--- src/rtl/dunit_dump_tx_pkg.sv ---
// Shared debug-unit definitions: frame start byte, dump FSM encoding, source select.
// Latency: n/a (types and constants only).
// Backpressure: n/a.
// The RX command decoder and host tooling import this so that both ends agree on framing.
package dunit_dump_tx_pkg;

   // First byte of every dump frame. Host tooling resynchronises on it.
   localparam logic [7:0] DUMP_HDR_BYTE = 8'hA5;

   typedef enum logic [2:0] {
      ST_IDLE    = 3'd0,
      ST_HDR     = 3'd1,
      ST_WAIT_RD = 3'd2,
      ST_SEND    = 3'd3,
      ST_NEXT    = 3'd4,
      ST_CKSUM   = 3'd5,
      ST_DONE    = 3'd6
   } dump_state_t;

   // Selects which array o_addr indexes while dumping.
   typedef enum logic {
      SRC_REG = 1'b0,
      SRC_MEM = 1'b1
   } dump_src_t;

endpackage

--- src/rtl/dunit_dump_tx_if.sv ---
// Debug read bus plus UART TX FIFO write port, as seen by the dump unit.
// Latency: n/a (wires only).
// Backpressure: i_tx_full gates o_tx_wr in the same cycle.
// master: dump unit (drives address, FIFO data and strobe).
// slave : register file / data memory / TX FIFO side.
interface dunit_dump_tx_if #(
   parameter int NB_REG  = 32,
   parameter int NB_ADDR = 32
);
   logic [7:0]         o_tx_data;
   logic               o_tx_wr;
   logic               i_tx_full;
   logic [NB_ADDR-1:0] o_addr;
   logic [NB_REG-1:0]  i_reg_data;
   logic [NB_REG-1:0]  i_mem_data;

   modport master (
      output o_tx_data, o_tx_wr, o_addr,
      input  i_tx_full, i_reg_data, i_mem_data
   );

   modport slave (
      input  o_tx_data, o_tx_wr, o_addr,
      output i_tx_full, i_reg_data, i_mem_data
   );
endinterface

--- src/rtl/dunit_word_serializer.sv ---
// Splits one latched word into bytes, LSB first, and keeps a running XOR of the bytes sent.
// Latency: byte 0 is on o_byte the cycle after i_load; one byte per cycle in which i_send & !i_full.
// Backpressure: i_full freezes the shift register, byte index and checksum.
// Ports: i_clear zeroes the checksum, i_load captures i_word, o_last marks the final byte being written.
module dunit_word_serializer #(
   parameter int NB_REG = 32
) (
   input  logic              i_clk,
   input  logic              i_reset,
   input  logic              i_clear,
   input  logic              i_load,
   input  logic [NB_REG-1:0] i_word,
   input  logic              i_send,
   input  logic              i_full,
   output logic [7:0]        o_byte,
   output logic              o_last,
   output logic [7:0]        o_cksum
);
   localparam int NB_BYTES = NB_REG / 8;
   localparam int BIW      = (NB_BYTES > 1) ? $clog2(NB_BYTES) : 1;

   logic [NB_REG-1:0] shreg;
   logic [BIW-1:0]    byte_idx;
   logic              fire;

   // A byte leaves only when the FIFO can take it, so this is also the write strobe.
   assign fire   = i_send & ~i_full;
   assign o_byte = shreg[7:0];
   assign o_last = fire && (byte_idx == BIW'(NB_BYTES - 1));

   always_ff @(posedge i_clk or negedge i_reset) begin
      if (!i_reset) begin
         shreg    <= '0;
         byte_idx <= '0;
         o_cksum  <= '0;
      end else begin
         if (i_clear)
            o_cksum <= '0;
         else if (fire)
            o_cksum <= o_cksum ^ shreg[7:0];

         if (i_load) begin
            shreg    <= i_word;
            byte_idx <= '0;
         end else if (fire) begin
            shreg    <= shreg >> 8;
            byte_idx <= o_last ? '0 : byte_idx + BIW'(1);
         end
      end
   end
endmodule

--- src/rtl/dunit_dump_tx.sv ---
// Dumps the register file and then the first N_MEM_WORDS data-memory words into the UART TX FIFO.
// Frame: HDR_BYTE, the words LSB first, then an XOR checksum of the word bytes.
// Latency: o_done 1 + N_REGS*6 + N_MEM_WORDS*(6+RD_LAT) + 2 cycles after i_start when the FIFO never fills.
// Backpressure: i_tx_full holds the FSM, data and counters; o_tx_wr is never raised while full.
// Ports: i_clk/i_reset (async, active low), i_start (one-cycle pulse, ignored while busy),
//        bus (master: read address, read data, FIFO write port), o_busy, o_done (one-cycle pulse).
module dunit_dump_tx
   import dunit_dump_tx_pkg::*;
#(
   parameter int         NB_REG      = 32,
   parameter int         N_REGS      = 32,
   parameter int         N_MEM_WORDS = 32,
   parameter int         NB_ADDR     = 32,
   parameter int         RD_LAT      = 1,
   parameter logic [7:0] HDR_BYTE    = DUMP_HDR_BYTE
) (
   input  logic                  i_clk,
   input  logic                  i_reset,
   input  logic                  i_start,
   dunit_dump_tx_if.master       bus,
   output logic                  o_busy,
   output logic                  o_done
);
   localparam int WCW = $clog2(RD_LAT + 2);

   dump_state_t        state, state_nxt;
   dump_src_t          src, src_nxt;
   logic [NB_ADDR-1:0] addr_nxt;
   logic [WCW-1:0]     wcnt, wcnt_nxt;
   logic               rd_ready;
   logic               ser_clear, ser_load, ser_send, ser_last;
   logic [7:0]         ser_byte, ser_cksum;

   // Register reads are combinational; memory reads settle RD_LAT cycles after o_addr moved.
   // wcnt restarts at 0 on every address change, so RD_LAT=0 latches in the first WAIT_RD cycle.
   assign rd_ready = (src == SRC_REG) ? (wcnt == '0) : (wcnt == WCW'(RD_LAT));

   dunit_word_serializer #(.NB_REG(NB_REG)) u_ser (
      .i_clk   (i_clk),
      .i_reset (i_reset),
      .i_clear (ser_clear),
      .i_load  (ser_load),
      .i_word  ((src == SRC_REG) ? bus.i_reg_data : bus.i_mem_data),
      .i_send  (ser_send),
      .i_full  (bus.i_tx_full),
      .o_byte  (ser_byte),
      .o_last  (ser_last),
      .o_cksum (ser_cksum)
   );

   always_ff @(posedge i_clk or negedge i_reset) begin
      if (!i_reset) begin
         state      <= ST_IDLE;
         src        <= SRC_REG;
         bus.o_addr <= '0;
         wcnt       <= '0;
      end else begin
         state      <= state_nxt;
         src        <= src_nxt;
         bus.o_addr <= addr_nxt;
         wcnt       <= wcnt_nxt;
      end
   end

   always_comb begin
      state_nxt     = state;
      src_nxt       = src;
      addr_nxt      = bus.o_addr;
      wcnt_nxt      = wcnt;
      ser_clear     = 1'b0;
      ser_load      = 1'b0;
      ser_send      = 1'b0;
      bus.o_tx_wr   = 1'b0;
      bus.o_tx_data = '0;
      o_busy        = 1'b1;
      o_done        = 1'b0;

      case (state)
         ST_IDLE: begin
            o_busy = 1'b0;
            if (i_start) begin
               state_nxt = ST_HDR;
               src_nxt   = SRC_REG;
               addr_nxt  = '0;
               ser_clear = 1'b1;
            end
         end
         ST_HDR: begin
            bus.o_tx_data = HDR_BYTE;
            if (!bus.i_tx_full) begin
               bus.o_tx_wr = 1'b1;
               wcnt_nxt    = '0;
               state_nxt   = ST_WAIT_RD;
            end
         end
         ST_WAIT_RD: begin
            if (rd_ready) begin
               ser_load  = 1'b1;
               state_nxt = ST_SEND;
            end else begin
               wcnt_nxt = wcnt + WCW'(1);
            end
         end
         ST_SEND: begin
            ser_send      = 1'b1;
            bus.o_tx_data = ser_byte;
            bus.o_tx_wr   = ~bus.i_tx_full;
            if (ser_last)
               state_nxt = ST_NEXT;
         end
         ST_NEXT: begin
            wcnt_nxt = '0;
            if (src == SRC_REG && bus.o_addr == NB_ADDR'(N_REGS - 1)) begin
               if (N_MEM_WORDS == 0) begin
                  state_nxt = ST_CKSUM;
               end else begin
                  src_nxt   = SRC_MEM;
                  addr_nxt  = '0;
                  state_nxt = ST_WAIT_RD;
               end
            end else if (src == SRC_MEM && bus.o_addr == NB_ADDR'(N_MEM_WORDS - 1)) begin
               state_nxt = ST_CKSUM;
            end else begin
               addr_nxt  = bus.o_addr + NB_ADDR'(1);
               state_nxt = ST_WAIT_RD;
            end
         end
         ST_CKSUM: begin
            bus.o_tx_data = ser_cksum;
            if (!bus.i_tx_full) begin
               bus.o_tx_wr = 1'b1;
               state_nxt   = ST_DONE;
            end
         end
         ST_DONE: begin
            // i_start is not looked at here, so a request in this cycle is dropped.
            o_busy    = 1'b0;
            o_done    = 1'b1;
            state_nxt = ST_IDLE;
         end
         default: state_nxt = ST_IDLE;
      endcase
   end
endmodule

--- src/flat_wrapper.sv ---
// flat-port wrapper written by rule: the top's interface ports become plain ports
module dunit_dump_tx_flat import dunit_dump_tx_pkg::*;
#(
   parameter int         NB_REG      = 32,
   parameter int         N_REGS      = 32,
   parameter int         N_MEM_WORDS = 32,
   parameter int         NB_ADDR     = 32,
   parameter int         RD_LAT      = 1,
   parameter logic [7:0] HDR_BYTE    = DUMP_HDR_BYTE
)
  (i_clk, i_reset, i_start, o_busy, o_done, bus_o_tx_data, bus_o_tx_wr, bus_o_addr, bus_i_tx_full, bus_i_reg_data, bus_i_mem_data);
  dunit_dump_tx_if #(.NB_REG(NB_REG), .NB_ADDR(NB_ADDR)) bus_i ();
  input  logic i_clk;
  input  logic i_reset;
  input  logic i_start;
  output logic o_busy;
  output logic o_done;
  output wire logic [$bits(bus_i.o_tx_data)-1:0] bus_o_tx_data;
  output wire logic [$bits(bus_i.o_tx_wr)-1:0] bus_o_tx_wr;
  output wire logic [$bits(bus_i.o_addr)-1:0] bus_o_addr;
  input wire logic [$bits(bus_i.i_tx_full)-1:0] bus_i_tx_full;
  input wire logic [$bits(bus_i.i_reg_data)-1:0] bus_i_reg_data;
  input wire logic [$bits(bus_i.i_mem_data)-1:0] bus_i_mem_data;
  assign bus_o_tx_data = bus_i.o_tx_data;
  assign bus_o_tx_wr = bus_i.o_tx_wr;
  assign bus_o_addr = bus_i.o_addr;
  assign bus_i.i_tx_full = bus_i_tx_full;
  assign bus_i.i_reg_data = bus_i_reg_data;
  assign bus_i.i_mem_data = bus_i_mem_data;
  dunit_dump_tx #(.NB_REG(NB_REG), .N_REGS(N_REGS), .N_MEM_WORDS(N_MEM_WORDS), .NB_ADDR(NB_ADDR), .RD_LAT(RD_LAT), .HDR_BYTE(HDR_BYTE)) u_core (.i_clk(i_clk), .i_reset(i_reset), .i_start(i_start), .bus(bus_i), .o_busy(o_busy), .o_done(o_done));
endmodule
--- config.mk ---
export PLATFORM = sky130hd
export DESIGN_NAME = dunit_dump_tx_flat
export DESIGN_NICKNAME = d
export VERILOG_FILES = /design/src/rtl/dunit_dump_tx_pkg.sv /design/src/rtl/dunit_dump_tx_if.sv /design/src/rtl/dunit_word_serializer.sv /design/src/rtl/dunit_dump_tx.sv /design/src/flat_wrapper.sv
export SDC_FILE = /design/constraint.sdc
export NUM_CORES = 1
export LEC_CHECK = 0
export CORE_ASPECT_RATIO = 2
export CORE_MARGIN = 5
export CORE_UTILIZATION = 25
export CTS_CLUSTER_DIAMETER = 50
export DETAILED_ROUTE_END_ITERATION = 7
export HOLD_SLACK_MARGIN = 0.08
export REMOVE_ABC_BUFFERS = 1
export SYNTH_ARGS = -nofsm -noshare
export SYNTH_HDL_FRONTEND = slang
export SYNTH_SLANG_ARGS = --single-unit
--- constraint.sdc ---
create_clock -name i_clk -period 5 [get_ports i_clk]
set_input_delay 1 -clock i_clk [delete_from_list [all_inputs] [get_ports i_clk]]
set_output_delay 1 -clock i_clk [all_outputs]
set_load 0.05 [all_outputs]
==> impl_metrics.json, run 1 <==
{
  "status": "finished clean",
  "first_iter_violations": 159,
  "p_sw_mw": 1.31,
  "drt-pass1-iter-count": 4,
  "syn_inst": 499,
  "grt_usage_pct": 12.6,
  "ys_ff_latch": 80,
  "n_antenna_cell": 0,
  "fin_crit_sh_pct": 71.2,
  "postRouteAntennaNets": 0,
  "ff2ff_setup_slack_ns": 2.20,
  "wirelength_um": 13300,
  "skew_ns": 0.00898,
  "path_class": "in2out",
  "cts_buffers": 9,
  "avgRoutedWirePerCell_um": 16.3,
  "grt_pass1_vias": 4157,
  "yosysTopAreaCell": "dfrtp_1",
  "gp_congestion": 0.899,
  "ys.warnings.count": 0,
  "synthTopCellsByCount": "80 x dfrtp_1, 57 x nor2_1, 49 x nand2_1",
  "required_ns": 4.00,
  "overflow": 0,
  "h-tree-depth": 3,
  "worstPathMaxFanout": 7,
  "r2r_start": "u_core.wcnt[0]",
  "netlist_area_um2": 4550,
  "die_area_um2": 21200,
  "slew_violations": 0,
  "design_power_total_mw": 3.15,
  "cts_resized": 0,
  "dieWidth_um": 105,
  "antenna_found_initial": 0,
  "num_vias": 4136,
  "min_path_cells": 2,
  "avgSynthCellArea_um2": 9.13,
  "cts_tree": "built",
  "cts_root_buf": "clkbuf_16",
  "rows": 70,
  "clk_latency_ns": 0.34,
  "tns_ns": 0,
  "cts.clk_slew.worst_paths_ns": 0.06,
  "start_util_pct": 25.1,
  "irDropWorstVdd_mv": 0.223,
  "tightest_slew_ns": 1.13,
  "worstSetupEndpointType": "primary output",
  "area_delta_synth_final_pct": 34.9,
  "die_h_um": 201,
  "post-cts-setup-buffers": 0,
  "hold_path_end": "u_core.u_ser.shreg[30]",
  "synth.most_common_cell": "dfrtp_1",
  "core_um2": 18100,
  "synthTopCellsByArea": "dfrtp_1 44%, mux2i_1 6.4%, nor2_1 4.7%",
  "min_from": "u_core.u_ser.shreg[30]",
  "cp.arrival_ns": 2.56,
  "clockPowerShare_pct": 22.2,
  "rsz0062_at_grt": "no",
  "async_flop_share_pct": 100,
  "grt_max_degree": 58,
  "fmax_mhz": 281,
  "drc_errors": 0,
  "maxSlewHeadroom_pct": 24.1,
  "place_hpwl_um": 9910,
  "ioPinCount": 111,
  "hold_violations": 0,
  "p_int_mw": 1.85,
  "synth_ff_type": "dfrtp_1",
  "seq_area_frac_synth_pct": 44.0,
  "switching_share_pct": 41.4,
  "hold_path.class": "reg2reg",
  "leakage_nw": 2.47,
  "via_per_inst": 5.06,
  "ff2ff_path_depth": 7,
  "netlist.area_leader.share_pct": 44.0,
  "setup_viol": 0,
  "drive_gt1_share_pct": 5.49,
  "p_comb_share_pct": 44.8,
  "yosys.cell_types.count": 50,
  "finalNetCount": 669,
  "postCtsHoldBufs": 0,
  "power_density_nw_per_um2": 514,
  "seqPwrFrac_pct": 33.0,
  "grt_pass1_wl_um": 21500,
  "clk_path_buf_depth": 2,
  "port_buffers": 110,
  "startpoint_type": "input pin",
  "timing.max_cap.violations": 0,
  "period_needed_ns": 3.56,
  "synth-edff-count": 0,
  "cts_sinks": 80,
  "r2r-end": "u_core.u_ser.shreg[23]"
}
## logic make-up after synthesis
family,Yosys count,synth area share (%)
and+or+nand+nor,214,24.5
AOI/OAI and AO/OA,109,16.1
xor gates and xnor gates,19,3.65
DFF,80,44.0
buffers and inverters,44,4.37
adders and majority gates,4,1.10
muxes,29,6.37
## how the worst max path moves through the flow
stage,startpoint,to
after CTS,u_core.state[2],bus_o_tx_data[1]
after global routing,u_core.state[2],bus_o_tx_data[4]
after global placement,bus_i_tx_full,bus_o_tx_wr
after floorplan,u_core.src,u_core.u_ser.shreg[0]
after detailed placement,bus_i_tx_full,bus_o_tx_wr
final,bus_i_tx_full,bus_o_tx_wr
## power by group through the flow
stage	clock (mW)	sequential [mW]	combinational [mW]
global placement	0	1.05	1.42
global route	0.748	1.07	1.56
finish	0.701	1.04	1.41
floorplan	0	1.20	0.797
detailed placement	0	1.05	1.44
CTS	0.720	1.04	1.44
## layout make-up
class / instances / area, um^2
clock buffers: 10 / 229
clock inverters: 5 / 82.6
fillers: 1873 / 12000
inverters: 14 / 52.6
multi-input cells: 375 / 2350
flip-flops and latches: 80 / 2000
well taps: 216 / 270
repair buffers: 117 / 1150
## flip-flops by register name, indices dropped and copies added (netlist names)
signal                 cells
u_core.bus.o_addr         32
u_core.u_ser.shreg        32
u_core.u_ser.o_cksum       8
u_core.state               3
u_core.u_ser.byte_idx      2
u_core.wcnt                2
u_core.src                 1
## placed cells by master, fill, tap and decap left out, drive strengths merged, types with 3 or more instances in the layout
master         instances
ha                     4
buf                    8
o21ai                 22
nor4                  15
nor2                  59
nand2                 51
clkinv                 3
nand3                 15
nor3                  11
xor2                  12
mux2i                 29
a21oi                 31
or4                    5
a211oi                 6
nor2b                  7
inv                   14
nand4                 17
clkbuf                10
clkdlybuf4s50        109
nand2b                 4
a22oi                  4
dfrtp                 80
a41oi                  3
and4                   6
xnor2                  7
and2                   7
and3                   5
o31ai                  5
a31oi                 10
or3                    7
a221o                 19
## through the flow
step | hold slack [ns] | cell area [um^2] | cells | setup WS, ns | util, %
final | 0.481 | 6140 | 817 | 1.44 | 33.9
after global routing | 0.507 | 6140 | 817 | 1.24 | 33.9
after CTS | 0.484 | 6140 | 817 | 1.38 | 33.9
after detailed placement | 0.470 | 5830 | 802 | 1.40 | 32.2
after global placement | 0.464 | 5830 | 802 | 1.41 | 32.2
after floorplan | 0.450 | 4410 | 469 | 1.35 | -
## routing by layer
metal  routed length, um  up-vias  global-route usage, %  share of wire, %
li1                    -     2020                      -                 -
met1                5140     1956                   13.4                39
met2                7090      131                   23.6                53
met3                 659       29                   2.61               5.0
met4                 420        0                   5.44               3.2
met5                   0        -                      0                 0
## worst max-delay path, cell delays in order
cell and delay, ns:
clkdlybuf4s50_1 0.53, nor3_1 0.21, clkdlybuf4s50_1 0.83
No activity file was read; power rests on OpenSTA's default activity.
==> inputs of run 2 (changes only) <==
==> constraint.sdc (replaced) <==
create_clock -name i_clk -period 3.45 [get_ports i_clk]
set_input_delay 0.69 -clock i_clk [delete_from_list [all_inputs] [get_ports i_clk]]
set_output_delay 0.69 -clock i_clk [all_outputs]
set_load 0.05 [all_outputs]
==> impl_metrics.json, run 2 (synthesis gave the netlist of run 1 again) <==
{
  "finalNetCount": 675,
  "critPathLaunch": "u_core.state[0]",
  "grt_usage_pct": 12.9,
  "path_cells": "inv_1, and3_1, clkdlybuf4s50_1",
  "cp.arrival_ns": 2.21,
  "timing.final.ws_setup_ns": 0.549,
  "worstPathMaxFanout": 12,
  "start_util_pct": 25.1,
  "r2r_start": "u_core.state[1]",
  "final_cell_count_no_fill": 824,
  "worstSetupEndpointType": "primary output",
  "tightest_slew_ns": 1.06,
  "ioPinCount": 111,
  "first_iter_violations": 175,
  "design_power_total_mw": 4.61,
  "die_area_um2": 21200,
  "drt-pass1-iter-count": 5,
  "postCtsHoldBufs": 0,
  "required_ns": 2.76,
  "status": "finished clean",
  "area_delta_synth_final_pct": 35.7,
  "fmax_mhz": 345,
  "grt_pass1_wl_um": 22000,
  "via_per_inst": 5.09,
  "critPathBufInv": 2,
  "reg_top3": "u_core.bus.o_addr (32), u_core.u_ser.shreg (32), u_core.u_ser.o_cksum (8)",
  "r2r-end": "u_core.u_ser.shreg[0]",
  "dieWidth_um": 105,
  "num_vias": 4195,
  "cts_resized": 0,
  "ff2ff_setup_slack_ns": 0.93,
  "gp_congestion": 0.870,
  "antenna_found_initial": 0,
  "startpoint_type": "flop",
  "core_um2": 18100,
  "layout_commonest_cell": "clkdlybuf4s50_1",
  "clk_path_buf_depth": 2,
  "crit_end": "o_done",
  "place_hpwl_um": 10200,
  "h-tree-depth": 3,
  "die_h_um": 201,
  "n_antenna_cell": 0,
  "postRouteAntennaNets": 0,
  "dp_cells": 808,
  "cts.clk_slew.worst_paths_ns": 0.06,
  "clk_latency_ns": 0.34,
  "tns_ns": 0,
  "irDropWorstVdd_mv": 0.330,
  "skew_ns": 0.00665,
  "maxSlewHeadroom_pct": 29.1,
  "slew_violations": 0,
  "drive_gt1_share_pct": 7.73,
  "rsz0062_at_grt": "no",
  "drc_errors": 0,
  "ff2ff_path_depth": 4,
  "cts_root_buf": "clkbuf_16",
  "grt_pass1_vias": 4226,
  "timing.max_cap.violations": 0,
  "wirelength_um": 13600,
  "path_class": "reg2out",
  "leakage_nw": 2.51,
  "hold_violations": 0,
  "period_needed_ns": 2.90,
  "cts_tree": "built",
  "port_buffers": 110,
  "cts_sinks": 80,
  "overflow": 0,
  "critPathTopFamily": "buffers and inverters",
  "fin_crit_sh_pct": 84.1,
  "cpMaxStageDelayCell": "clkdlybuf4s50_1",
  "crit_cells": 3,
  "rows": 70,
  "cp_slowest_stage_delay_ns": 0.82,
  "grt_max_degree": 67,
  "cts_buffers": 9,
  "post-cts-setup-buffers": 0,
  "pre_cts_slack_ns": 0.599,
  "mostFrequentLayoutCells": "103 x clkdlybuf4s50_1, 79 x dfrtp_1, 57 x nor2_1",
  "setup_viol": 0,
  "power_density_nw_per_um2": 745,
  "hold_path.class": "in2async",
  "avgRoutedWirePerCell_um": 16.5
}
run 2: cell types whose count changed in the layout (fill, tap and decap cells not counted):
| cell | change |
|---|---|
| buf_4 | +12 |
| clkbuf_8 | +3 |
| clkinv_4 | -1 |
| clkinvlp_4 | +1 |
| clkbuf_1 | -1 |
| clkdlybuf4s50_1 | -6 |
| bufinv_16 | -1 |
run 2: area by class of cell:
cell class	count	area [um^2]
clock buffer	12	267
clock inverter	4	51.3
fill	1852	12000
inverter	14	52.6
multi-input combinational	375	2350
sequential	80	2000
tap	216	270
timing repair buffer	123	1180
run 2: how the worst min path moves through the flow:
stage                             end  slack [ns]  cells after the start
6_report         u_core.bus.o_addr[8]        0.46                      1
5_1_grt        u_core.u_ser.shreg[31]        0.50                      2
4_1_cts        u_core.u_ser.shreg[28]        0.48                      2
3_5_place_dp   u_core.u_ser.shreg[28]        0.47                      2
3_3_place_gp   u_core.u_ser.shreg[31]        0.46                      2
2_1_floorplan    u_core.bus.o_addr[0]        0.39                      0
run 2: worst reg2reg max path, cell delays in order (launching register included):
cell	delay [ns]
dfrtp_1	0.69
buf_4	0.27
or4b_1	0.47
and2_1	0.52
a221o_1	0.45
run 2: layer usage:
layer	wire length, um	GRT usage, %
met1	5050	13.8
met2	7380	24.2
met3	817	2.51
met4	342	5.44
met5	0	0
run 2: through the flow:
step	hold WS [ns]	utilization, %	area (um^2)
floorplan	0.394	-	4410
global placement	0.463	32.3	5860
detailed placement	0.470	32.3	5860
CTS	0.484	34.1	6180
global route	0.502	34.1	6180
finish	0.462	34.1	6180
run 2: where the power goes:
part,internal (mW),total (mW),leakage [nW],switching (mW)
Sequential,1.24,1.55,1.04,0.308
Clock,0.620,1.01,0.155,0.387
Combinational,0.820,2.05,1.31,1.23
